## src/rtl/dvi_timing_pkg.sv

```systemverilog
// rtl/dvi_timing_pkg.sv - raster defaults, totals helper and reader state type
package dvi_timing_pkg;

   localparam int CNT_W = 11;

   localparam int DEF_H_ACTIVE    = 640;
   localparam int DEF_H_FP        = 16;
   localparam int DEF_H_SYNC      = 96;
   localparam int DEF_H_BP        = 48;
   localparam int DEF_V_ACTIVE    = 480;
   localparam int DEF_V_FP        = 10;
   localparam int DEF_V_SYNC      = 2;
   localparam int DEF_V_BP        = 33;
   localparam int DEF_PRIME_LEVEL = 256;

   typedef enum logic [1:0] {
      WAIT_FILL  = 2'd0,
      WAIT_FRAME = 2'd1,
      RUN        = 2'd2
   } reader_state_t;

   function automatic int span_total(input int active, input int fp, input int sync, input int bp);
      return active + fp + sync + bp;
   endfunction

endpackage

```

## src/rtl/dvi_timing_gen.sv

```systemverilog
// rtl/dvi_timing_gen.sv - free-running h/v raster counters with stage-0 flags
module dvi_timing_gen
   import dvi_timing_pkg::*;
#(
   parameter int H_ACTIVE = DEF_H_ACTIVE,
   parameter int H_FP     = DEF_H_FP,
   parameter int H_SYNC   = DEF_H_SYNC,
   parameter int H_BP     = DEF_H_BP,
   parameter int V_ACTIVE = DEF_V_ACTIVE,
   parameter int V_FP     = DEF_V_FP,
   parameter int V_SYNC   = DEF_V_SYNC,
   parameter int V_BP     = DEF_V_BP
) (
   input  logic             dvi_clk,
   input  logic             reset_n,
   output logic [CNT_W-1:0] h_cnt,
   output logic [CNT_W-1:0] v_cnt,
   output logic             act0,
   output logic             hs0,
   output logic             vs0,
   output logic             frame_end
);

   localparam int H_TOTAL = span_total(H_ACTIVE, H_FP, H_SYNC, H_BP);
   localparam int V_TOTAL = span_total(V_ACTIVE, V_FP, V_SYNC, V_BP);

   localparam logic [CNT_W-1:0] H_LAST  = CNT_W'(H_TOTAL - 1);
   localparam logic [CNT_W-1:0] V_LAST  = CNT_W'(V_TOTAL - 1);
   localparam logic [CNT_W-1:0] H_ACT_L = CNT_W'(H_ACTIVE);
   localparam logic [CNT_W-1:0] V_ACT_L = CNT_W'(V_ACTIVE);
   localparam logic [CNT_W-1:0] HS_BEG  = CNT_W'(H_ACTIVE + H_FP);
   localparam logic [CNT_W-1:0] HS_END  = CNT_W'(H_ACTIVE + H_FP + H_SYNC);
   localparam logic [CNT_W-1:0] VS_BEG  = CNT_W'(V_ACTIVE + V_FP);
   localparam logic [CNT_W-1:0] VS_END  = CNT_W'(V_ACTIVE + V_FP + V_SYNC);
   localparam logic [CNT_W-1:0] ONE     = CNT_W'(1);

   logic h_wrap;
   logic v_wrap;

   assign h_wrap = (h_cnt == H_LAST);
   assign v_wrap = (v_cnt == V_LAST);

   always_ff @(posedge dvi_clk or negedge reset_n) begin
      if (!reset_n) begin
         h_cnt <= '0;
         v_cnt <= '0;
      end else if (h_wrap) begin
         h_cnt <= '0;
         v_cnt <= v_wrap ? '0 : v_cnt + ONE;
      end else begin
         h_cnt <= h_cnt + ONE;
      end
   end

   assign act0      = (h_cnt < H_ACT_L) && (v_cnt < V_ACT_L);
   assign hs0       = (h_cnt >= HS_BEG) && (h_cnt < HS_END);
   assign vs0       = (v_cnt >= VS_BEG) && (v_cnt < VS_END);
   assign frame_end = h_wrap && v_wrap;

endmodule

```

## src/rtl/dvi_frame_reader.sv

```systemverilog
// rtl/dvi_frame_reader.sv - primes on FIFO fill, requests one word per active pixel
// and unpacks returned words into RGB aligned with hs/vs/de two cycles later.
module dvi_frame_reader
   import dvi_timing_pkg::*;
#(
   parameter int H_ACTIVE    = DEF_H_ACTIVE,
   parameter int H_FP        = DEF_H_FP,
   parameter int H_SYNC      = DEF_H_SYNC,
   parameter int H_BP        = DEF_H_BP,
   parameter int V_ACTIVE    = DEF_V_ACTIVE,
   parameter int V_FP        = DEF_V_FP,
   parameter int V_SYNC      = DEF_V_SYNC,
   parameter int V_BP        = DEF_V_BP,
   parameter bit HS_POL      = 1'b0,
   parameter bit VS_POL      = 1'b0,
   parameter int PRIME_LEVEL = DEF_PRIME_LEVEL
) (
   input  logic        dvi_clk,
   input  logic        reset_n,
   input  logic        enable,
   input  logic [8:0]  fifo_rdusedw,
   input  logic [31:0] in_data,
   input  logic        in_valid,
   input  logic        underflow_clr,
   output logic        read_init,
   output logic [7:0]  dvi_r,
   output logic [7:0]  dvi_g,
   output logic [7:0]  dvi_b,
   output logic        dvi_hs,
   output logic        dvi_vs,
   output logic        dvi_de,
   output logic        frame_start,
   output logic        underflow,
   output logic [15:0] underflow_cnt,
   output logic        streaming
);

   localparam logic [8:0]  PRIME_THR = 9'(PRIME_LEVEL);
   localparam logic [15:0] CNT_MAX   = 16'hFFFF;

   reader_state_t    state;
   reader_state_t    state_next;
   logic [CNT_W-1:0] h_cnt;
   logic [CNT_W-1:0] v_cnt;
   logic             act0;
   logic             hs0;
   logic             vs0;
   logic             frame_end;
   logic             first0;
   logic             run0;
   logic             act1;
   logic             hs1;
   logic             vs1;
   logic             run1;
   logic             first1;
   logic             pix_load;
   logic             ufl_evt;
   logic             unused_hi;

   dvi_timing_gen #(
      .H_ACTIVE (H_ACTIVE),
      .H_FP     (H_FP),
      .H_SYNC   (H_SYNC),
      .H_BP     (H_BP),
      .V_ACTIVE (V_ACTIVE),
      .V_FP     (V_FP),
      .V_SYNC   (V_SYNC),
      .V_BP     (V_BP)
   ) u_timing (
      .dvi_clk   (dvi_clk),
      .reset_n   (reset_n),
      .h_cnt     (h_cnt),
      .v_cnt     (v_cnt),
      .act0      (act0),
      .hs0       (hs0),
      .vs0       (vs0),
      .frame_end (frame_end)
   );

   always_ff @(posedge dvi_clk or negedge reset_n) begin
      if (!reset_n) begin
         state <= WAIT_FILL;
      end else begin
         state <= state_next;
      end
   end

   // Streaming only ever begins or ends on the last cycle of a frame.
   always_comb begin
      state_next = state;
      unique case (state)
         WAIT_FILL: begin
            if (enable && (fifo_rdusedw >= PRIME_THR)) begin
               state_next = WAIT_FRAME;
            end
         end
         WAIT_FRAME: begin
            if (!enable) begin
               state_next = WAIT_FILL;
            end else if (frame_end) begin
               state_next = RUN;
            end
         end
         RUN: begin
            if (frame_end && !enable) begin
               state_next = WAIT_FILL;
            end
         end
         default: state_next = WAIT_FILL;
      endcase
   end

   always_comb begin
      run0      = 1'b0;
      read_init = 1'b0;
      unique case (state)
         RUN: begin
            run0      = 1'b1;
            read_init = act0;
         end
         default: begin
            run0      = 1'b0;
            read_init = 1'b0;
         end
      endcase
   end

   assign first0 = (h_cnt == '0) && (v_cnt == '0);

   always_ff @(posedge dvi_clk or negedge reset_n) begin
      if (!reset_n) begin
         act1   <= 1'b0;
         hs1    <= 1'b0;
         vs1    <= 1'b0;
         run1   <= 1'b0;
         first1 <= 1'b0;
      end else begin
         act1   <= act0;
         hs1    <= hs0;
         vs1    <= vs0;
         run1   <= run0;
         first1 <= first0;
      end
   end

   // in_valid belongs to the request issued in the previous cycle.
   assign pix_load  = act1 && run1 && in_valid;
   assign ufl_evt   = act1 && run1 && !in_valid;
   assign unused_hi = ^in_data[31:24];

   always_ff @(posedge dvi_clk or negedge reset_n) begin
      if (!reset_n) begin
         dvi_r       <= 8'h00;
         dvi_g       <= 8'h00;
         dvi_b       <= 8'h00;
         dvi_hs      <= ~HS_POL;
         dvi_vs      <= ~VS_POL;
         dvi_de      <= 1'b0;
         frame_start <= 1'b0;
      end else begin
         dvi_r       <= pix_load ? in_data[23:16] : 8'h00;
         dvi_g       <= pix_load ? in_data[15:8]  : 8'h00;
         dvi_b       <= pix_load ? in_data[7:0]   : 8'h00;
         dvi_hs      <= hs1 ? HS_POL : ~HS_POL;
         dvi_vs      <= vs1 ? VS_POL : ~VS_POL;
         dvi_de      <= act1;
         frame_start <= run1 && first1 && act1;
      end
   end

   always_ff @(posedge dvi_clk or negedge reset_n) begin
      if (!reset_n) begin
         underflow     <= 1'b0;
         underflow_cnt <= 16'h0000;
      end else if (underflow_clr) begin
         underflow     <= 1'b0;
         underflow_cnt <= 16'h0000;
      end else if (ufl_evt) begin
         underflow <= 1'b1;
         if (underflow_cnt != CNT_MAX) begin
            underflow_cnt <= underflow_cnt + 16'h0001;
         end
      end
   end

   // Registered from the next state so it tracks the state register exactly.
   always_ff @(posedge dvi_clk or negedge reset_n) begin
      if (!reset_n) begin
         streaming <= 1'b0;
      end else begin
         streaming <= (state_next == RUN);
      end
   end

endmodule

```

## config.mk

```make
export PLATFORM = sky130hd
export DESIGN_NAME = dvi_frame_reader
export DESIGN_NICKNAME = d
export VERILOG_FILES = /design/src/rtl/dvi_timing_pkg.sv /design/src/rtl/dvi_timing_gen.sv /design/src/rtl/dvi_frame_reader.sv
export SDC_FILE = /design/constraint.sdc
export NUM_CORES = 1
export LEC_CHECK = 0
export ABC_CLOCK_PERIOD_IN_PS = 1800
export CAP_MARGIN = 20
export CORE_AREA = 2 2 120 75
export CTS_CLUSTER_SIZE = 40
export DETAILED_ROUTE_END_ITERATION = 16
export DIE_AREA = 0 0 122 77
export GPL_TIMING_DRIVEN = 0
export HOLD_SLACK_MARGIN = 0.06
export PLACE_DENSITY = 0.71
export SYNTH_ARGS = -nofsm -noshare
export SYNTH_HDL_FRONTEND = slang
export SYNTH_SLANG_ARGS = --single-unit
export TNS_END_PERCENT = 30
```

## constraint.sdc

```tcl
create_clock -name dvi_clk -period 1.8 [get_ports dvi_clk]
set_clock_uncertainty 0.2 [all_clocks]
set_input_delay 0.54 -clock dvi_clk [delete_from_list [all_inputs] [get_ports dvi_clk]]
set_output_delay 0.54 -clock dvi_clk [all_outputs]
set_load 0.005 [all_outputs]
```

==> results of run 1 <==
[logic make-up (layout without fill, tap and decap cells)]
group	Yosys count	after routing	share of synthesized area (%)
AO/OA/AOI/OAI	27	27	4.97
XOR/XNOR	28	28	7.56
adder cells (fa/ha/maj)	5	5	1.93
buffers and inverters	16	149	2.20
flip-flops	75	75	57.9
multiplexers	1	1	0.309
AND/OR/NAND/NOR	140	140	25.1
[worst max-delay path, stage by stage (launching register included)]
cell and delay (ns):
dfrtp_1 0.38, nand4_1 0.16, and3_1 0.22, and2_4 0.16, buf_6 0.11
[sequential cells by signal (all words and copies together), names as in the netlist]
name,cells
underflow_cnt,16
state,2
dvi_vs,1
first1,1
act1,1
dvi_de,1
run1,1
dvi_r,8
frame_start,1
vs1,1
dvi_hs,1
u_timing.v_cnt,11
hs1,1
u_timing.h_cnt,11
streaming,1
dvi_g,8
dvi_b,8
underflow,1
[synthesized netlist by cell type (all sizes together)]
master   number  area [µm²]
or2           1        6.26
nand3b        2        15.0
nor4b         2        17.5
or4b          1        13.8
nor3          8        51.3
mux2i         1        10.0
dfstp         2        52.6
nand2        19        71.3
and4          3        28.8
xnor2        10        87.6
o2111ai       3        26.3
nand3        11        55.1
nand2b        3        18.8
and2         27         170
nor2b         2        12.5
clkbuf        6        23.8
nor4          3        33.8
nand4b        3        26.3
nor2         30         115
dfrtp        73        1830
nand4         9        68.8
and3         12        77.6
a21oi         3        15.0
ha            5        62.6
o211ai        4        30.0
nor3b         1        7.51
o21ai        15        75.1
inv           7        26.3
buf           3        21.3
or3           3        25.0
o31ai         2        15.0
xor2         18         158
[through the flow]
step	util, %	setup WS, ns	std cells
detailed placement	50.2	-0.701	480
global route	59.8	-0.363	537
CTS	57.9	-0.300	528
floorplan	-	-0.112	292
global placement	50.0	-2.58	479
finish	59.8	-0.310	537
[what timing repair did]
action,4_1_cts,5_1_grt
cloned,2,1
resized for setup,106,30
pin swaps,21,18
hold buffers,1,0
setup endpoints to repair,81,42
hold endpoints to repair,30,0
setup buffers,30,8
[power groups by stage]
stage	logic, mW	registers [mW]	clock network (mW)
after floorplan	0.00764	1.72	0
after global placement	0.102	1.72	0
after detailed placement	0.108	1.72	0
after CTS	0.110	1.69	1.71
after global routing	0.120	1.69	1.78
final	0.107	1.69	1.67
[layout by cell type (no fill, tap or decap), drive strengths merged, types with 5 or more instances in the layout]
| cell | synthesis | routed |
|---|---|---|
| nand4 | 9 | 9 |
| clkdlybuf4s50 | 0 | 26 |
| nand2 | 19 | 19 |
| nand3 | 11 | 11 |
| buf | 3 | 45 |
| o21ai | 15 | 15 |
| xnor2 | 10 | 10 |
| ha | 5 | 5 |
| inv | 7 | 7 |
| and2 | 27 | 27 |
| clkbuf | 6 | 20 |
| and3 | 12 | 12 |
| clkdlybuf4s15 | 0 | 8 |
| dfrtp | 73 | 73 |
| nor2 | 30 | 30 |
| xor2 | 18 | 18 |
| dlygate4sd2 | 0 | 37 |
| nor3 | 8 | 8 |
[how the worst min path moves through the flow]
stage          startpoint     end  slack (ns)  depth (start not counted)
6_report              vs1  dvi_vs        0.15                          1
5_1_grt               vs1  dvi_vs        0.17                          1
4_1_cts               vs1  dvi_vs        0.16                          1
3_5_place_dp          vs1  dvi_vs        0.15                          1
3_3_place_gp          vs1  dvi_vs        0.14                          1
2_1_floorplan     reset_n    act1        0.04                          0
[metal layers]
layer / GRT usage (%) / up-vias / routed length [µm]
met2: 27.9 / 51 / 3780
met5: 0 / - / 0
met4: 5.52 / 0 / 40
met3: 6.55 / 2 / 392
met1: 23.9 / 1265 / 3730
li1: - / 1260 / -
[area by class of cell]
cell class / instances / area [µm²]
timing repair buffer: 118 / 1080
fill: 688 / 3330
clock buffer: 11 / 243
buffer: 8 / 66.3
clock inverter: 5 / 38.8
multi-input combinational: 201 / 1480
inverter: 7 / 26.3
sequential: 75 / 1890
tap: 112 / 140
==> results.py, run 1 <==
metrics = {
    "yosys": {
        "syn_avg_cell_area_um2": 11.1,
        "yosysWarnings": 0,
        "syn_inst": 292,
        "synth_cell_type_count": 44,
        "syn-num-nets": 343,
        "ys_seq_area_share_pct": 57.9,
        "ys_seq_elements": 75,
        "synth.cell_area_um2": 3240,
    },
    "min_path": {
        "hp-class": "register to register",
    },
    "clock_network": {
        "clockRootBuffer": "clkbuf_16",
        "cts_inserted_buffers": 9,
        "clk_path_buf_depth": 2,
        "worstSkewPairLatency_ns": 0.34,
        "clock_sinks": 75,
        "h-tree-depth": 3,
        "cts_tree": "done",
        "clk_pin_slew_ns": 0.06,
    },
    "timing": {
        "fmax_ghz": 0.474,
        "worst_pin_slew_ns": 0.492,
        "rsz0062_at_grt": "yes",
        "hold_violations": 0,
        "finalMaxSlewViolations": 0,
        "worst_slack_ns": -0.310,
        "slew_headroom_pct": 67.2,
        "whs_ns": 0.150,
        "tns_ns": -3.44,
        "fin_crit_ns": 2.11,
        "setup_viol": 25,
        "finalCritPeriodShare_pct": 117,
    },
    "pwr": {
        "ir_drop_uv": 470,
        "internal_power_mw": 2.72,
        "totalPowerFinal_mw": 3.46,
        "power_frac_clock_pct": 48.1,
        "p_comb_share_pct": 3.1,
        "switchingPower_uw": 743,
        "leakage_nw": 2.41,
        "powerDensity_nw_per_um2": 698,
        "pwr-share-seq_pct": 48.8,
        "power.share.switching_pct": 21.5,
    },
    "setup_path": {
        "critPathRequiredTime_ns": 1.06,
        "rr_startpoint": "u_timing.v_cnt[8]",
        "arrival_ns": 1.37,
        "cp-start-kind": "register",
        "end_kind": "primary output",
        "regToRegSetupSlack_ns": -0.24,
        "cp-endpoint": "read_init",
        "path_class": "register to primary output",
        "reg2reg_to": "u_timing.v_cnt[3]",
        "startpoint": "u_timing.v_cnt[7]",
        "cp_max_fo": 2,
        "r2r_cells": 7,
    },
    "cells_and_area": {
        "area_growth_pct": 53.0,
        "drive_above_1_share_pct": 28.2,
        "diodes": 0,
        "finalInstanceArea_um2": 4960,
        "final_nets": 471,
    },
    "grt": {
        "grt_antenna_before_repair": 0,
        "grt_usage_pct": 18.1,
        "grt_pass1_wl_um": 13100,
        "grt-ovfl-total": 0,
        "grt_pass1_vias": 2613,
        "grt_max_degree": 44,
    },
    "placed_design": {
        "placed_area_um2": 4170,
        "dp_hpwl_um": 4970,
        "place_congestion": 0.810,
        "port_buffers": 75,
    },
    "die": {
        "num_rows": 26,
        "die-area_um2": 9390,
        "ios": 93,
        "fp.coreArea_um2": 8300,
        "die_w_um": 122,
        "die_h_um": 77,
        "start_util_pct": 39.1,
    },
    "detailed_routing": {
        "detail-route-antenna-nets": 0,
        "routed_wl_um": 7940,
        "viasPerCell": 4.80,
        "via_count": 2578,
        "drtIter0Drc": 178,
        "dr.pass1.iters": 4,
        "drc": 0,
        "wire_per_inst_um": 14.8,
    },
    "status": {
        "status": "finished with violations",
        "violations": "negative setup slack",
    },
    "flow_run": {
        "cap_violations": 0,
    },
}
Note: power is estimated with default switching activity, not from simulation.
==> run 2, diff against run 1 <==
--- a/config.mk
+++ b/config.mk
@@ -8,6 +8,7 @@
 export ABC_CLOCK_PERIOD_IN_PS = 1800
 export CAP_MARGIN = 20
 export CORE_AREA = 2 2 120 75
+export CTS_BUF_LIST = sky130_fd_sc_hd__clkbuf_16
 export CTS_CLUSTER_SIZE = 40
 export DETAILED_ROUTE_END_ITERATION = 16
 export DIE_AREA = 0 0 122 77
==> results.py, run 2 (same netlist as run 1, synthesis figures left out) <==
metrics = {
    "timing": {
        "finalMaxSlewViolations": 0,
        "fin_crit_ns": 2.11,
        "setup_viol": 25,
        "finalCritPeriodShare_pct": 117,
        "hold_violations": 0,
        "slew_headroom_pct": 67.4,
        "worst_pin_slew_ns": 0.490,
        "fmax_ghz": 0.473,
        "worst_slack_ns": -0.313,
        "whs_ns": 0.150,
        "rsz0062_at_grt": "yes",
    },
    "pwr": {
        "leakage_nw": 2.41,
        "powerDensity_nw_per_um2": 689,
        "totalPowerFinal_mw": 3.41,
        "ir_drop_uv": 470,
    },
    "detailed_routing": {
        "drtIter0Drc": 182,
        "routed_wl_um": 7920,
        "detail-route-antenna-nets": 0,
        "dr.pass1.iters": 4,
        "drc": 0,
        "viasPerCell": 4.80,
        "wire_per_inst_um": 14.8,
        "via_count": 2579,
    },
    "clock_network": {
        "clk_pin_slew_ns": 0.06,
        "h-tree-depth": 3,
        "clk_path_buf_depth": 2,
        "cts_inserted_buffers": 9,
        "clockRootBuffer": "clkbuf_16",
        "worstSkewPairLatency_ns": 0.34,
        "clock_sinks": 75,
        "cts_tree": "done",
    },
    "min_path": {
        "hp-class": "register to register",
    },
    "status": {
        "violations": "negative setup slack",
        "status": "finished with violations",
    },
    "flow_run": {
        "cap_violations": 0,
    },
    "die": {
        "ios": 93,
        "fp.coreArea_um2": 8300,
        "die_w_um": 122,
        "die-area_um2": 9390,
        "num_rows": 26,
        "die_h_um": 77,
        "start_util_pct": 39.1,
    },
    "grt": {
        "grt_pass1_vias": 2607,
        "grt_usage_pct": 18.1,
        "grt_antenna_before_repair": 0,
        "grt_max_degree": 44,
        "grt-ovfl-total": 0,
        "grt_pass1_wl_um": 13100,
    },
    "cells_and_area": {
        "area_growth_pct": 52.6,
        "largest_reg_flops": 16,
        "largest_register": "underflow_cnt",
        "final_nets": 471,
        "final_cells": 537,
        "finalInstanceArea_um2": 4950,
        "diodes": 0,
        "reg.largest.list": "underflow_cnt x16, u_timing.h_cnt x11, u_timing.v_cnt x11",
        "drive_above_1_share_pct": 28.0,
        "final_cell_mix": "dfrtp_1, dlygate4sd2_1, buf_4, nor2_1, clkdlybuf4s50_1",
        "final_util_pct": 59.7,
        "final_common_cell": "dfrtp_1",
    },
    "placed_design": {
        "place_congestion": 0.810,
        "dp_hpwl_um": 4970,
        "placed_area_um2": 4170,
        "placed_cells_incl_taps": 480,
        "port_buffers": 75,
    },
    "setup_path": {
        "arrival_ns": 1.37,
        "critPathRequiredTime_ns": 1.06,
        "cp_max_fo": 2,
        "path_class": "register to primary output",
        "end_kind": "primary output",
        "cp-start-kind": "register",
    },
}
-- run 2: cell count changes in the layout (fill, tap and decap cells not counted), sizes merged --
cell and delta:
inv +1, clkbuf -2, clkinv +1
-- run 2: power breakdown --
| group | switching (mW) | leakage [nW] | internal [mW] | total, mW |
|---|---|---|---|---|
| clock network | 0.694 | 0.123 | 0.923 | 1.62 |
| registers | 0.00174 | 0.998 | 1.69 | 1.69 |
| logic | 0.0472 | 1.29 | 0.0598 | 0.107 |
| total | 0.743 | 2.41 | 2.67 | 3.41 |
-- run 2: final timing paths --
check / startpoint / depth (start not counted) / slack, ns / end
max in group asynchronous: reset_n / 3 / 0.34 / underflow_cnt[9]
min reg2reg: vs1 / 1 / 0.15 / dvi_vs
min: vs1 / 1 / 0.15 / dvi_vs
max reg2reg: u_timing.v_cnt[8] / 7 / -0.24 / u_timing.v_cnt[3]
max: u_timing.v_cnt[7] / 4 / -0.31 / read_init
min in group asynchronous: reset_n / 2 / 0.48 / u_timing.v_cnt[4]
-- run 2: worst max-delay path, stage by stage (launching register included) --
cell and delay (ns):
dfrtp_1 0.38, nand4_1 0.16, and3_1 0.22, and2_4 0.16
buf_6 0.11
-- run 2: metrics by stage --
| step | worst slack (ns) | setup TNS (ns) |
|---|---|---|
| 3_3_place_gp | -2.58 | -207.12 |
| 4_1_cts | -0.300 | -3.33 |
| 6_report | -0.313 | -3.44 |
| 3_5_place_dp | -0.701 | -17.28 |
| 2_1_floorplan | -0.112 | -0.761 |
| 5_1_grt | -0.363 | -6.17 |
-- run 2: area by class of cell --
cell class | count | area [µm²]
buffer | 8 | 66.3
clock buffer | 9 | 225
clock inverter | 7 | 46.3
fill | 690 | 3340
inverter | 7 | 26.3
multi-input combinational | 201 | 1480
sequential | 75 | 1890
tap | 112 | 140
timing repair buffer | 118 | 1080
-- run 2: repair_timing --
action,4_1_cts,5_1_grt
setup endpoints to repair,81,42
pin swaps,21,18
setup buffers,30,8
cloned,2,1
resized for setup,106,30
hold buffers,1,0
hold endpoints to repair,30,0
-- run 2: layer usage --
metal / routed length, µm / track usage (%) / vias to the layer above / share of wire [%]
met2: 3700 / 27.8 / 48 / 47
met1: 3720 / 24.0 / 1263 / 47
met5: 0 / 0 / - / 0
met3: 414 / 6.55 / 8 / 5.2
met4: 85 / 5.52 / 0 / 1.1
li1: - / - / 1260 / -
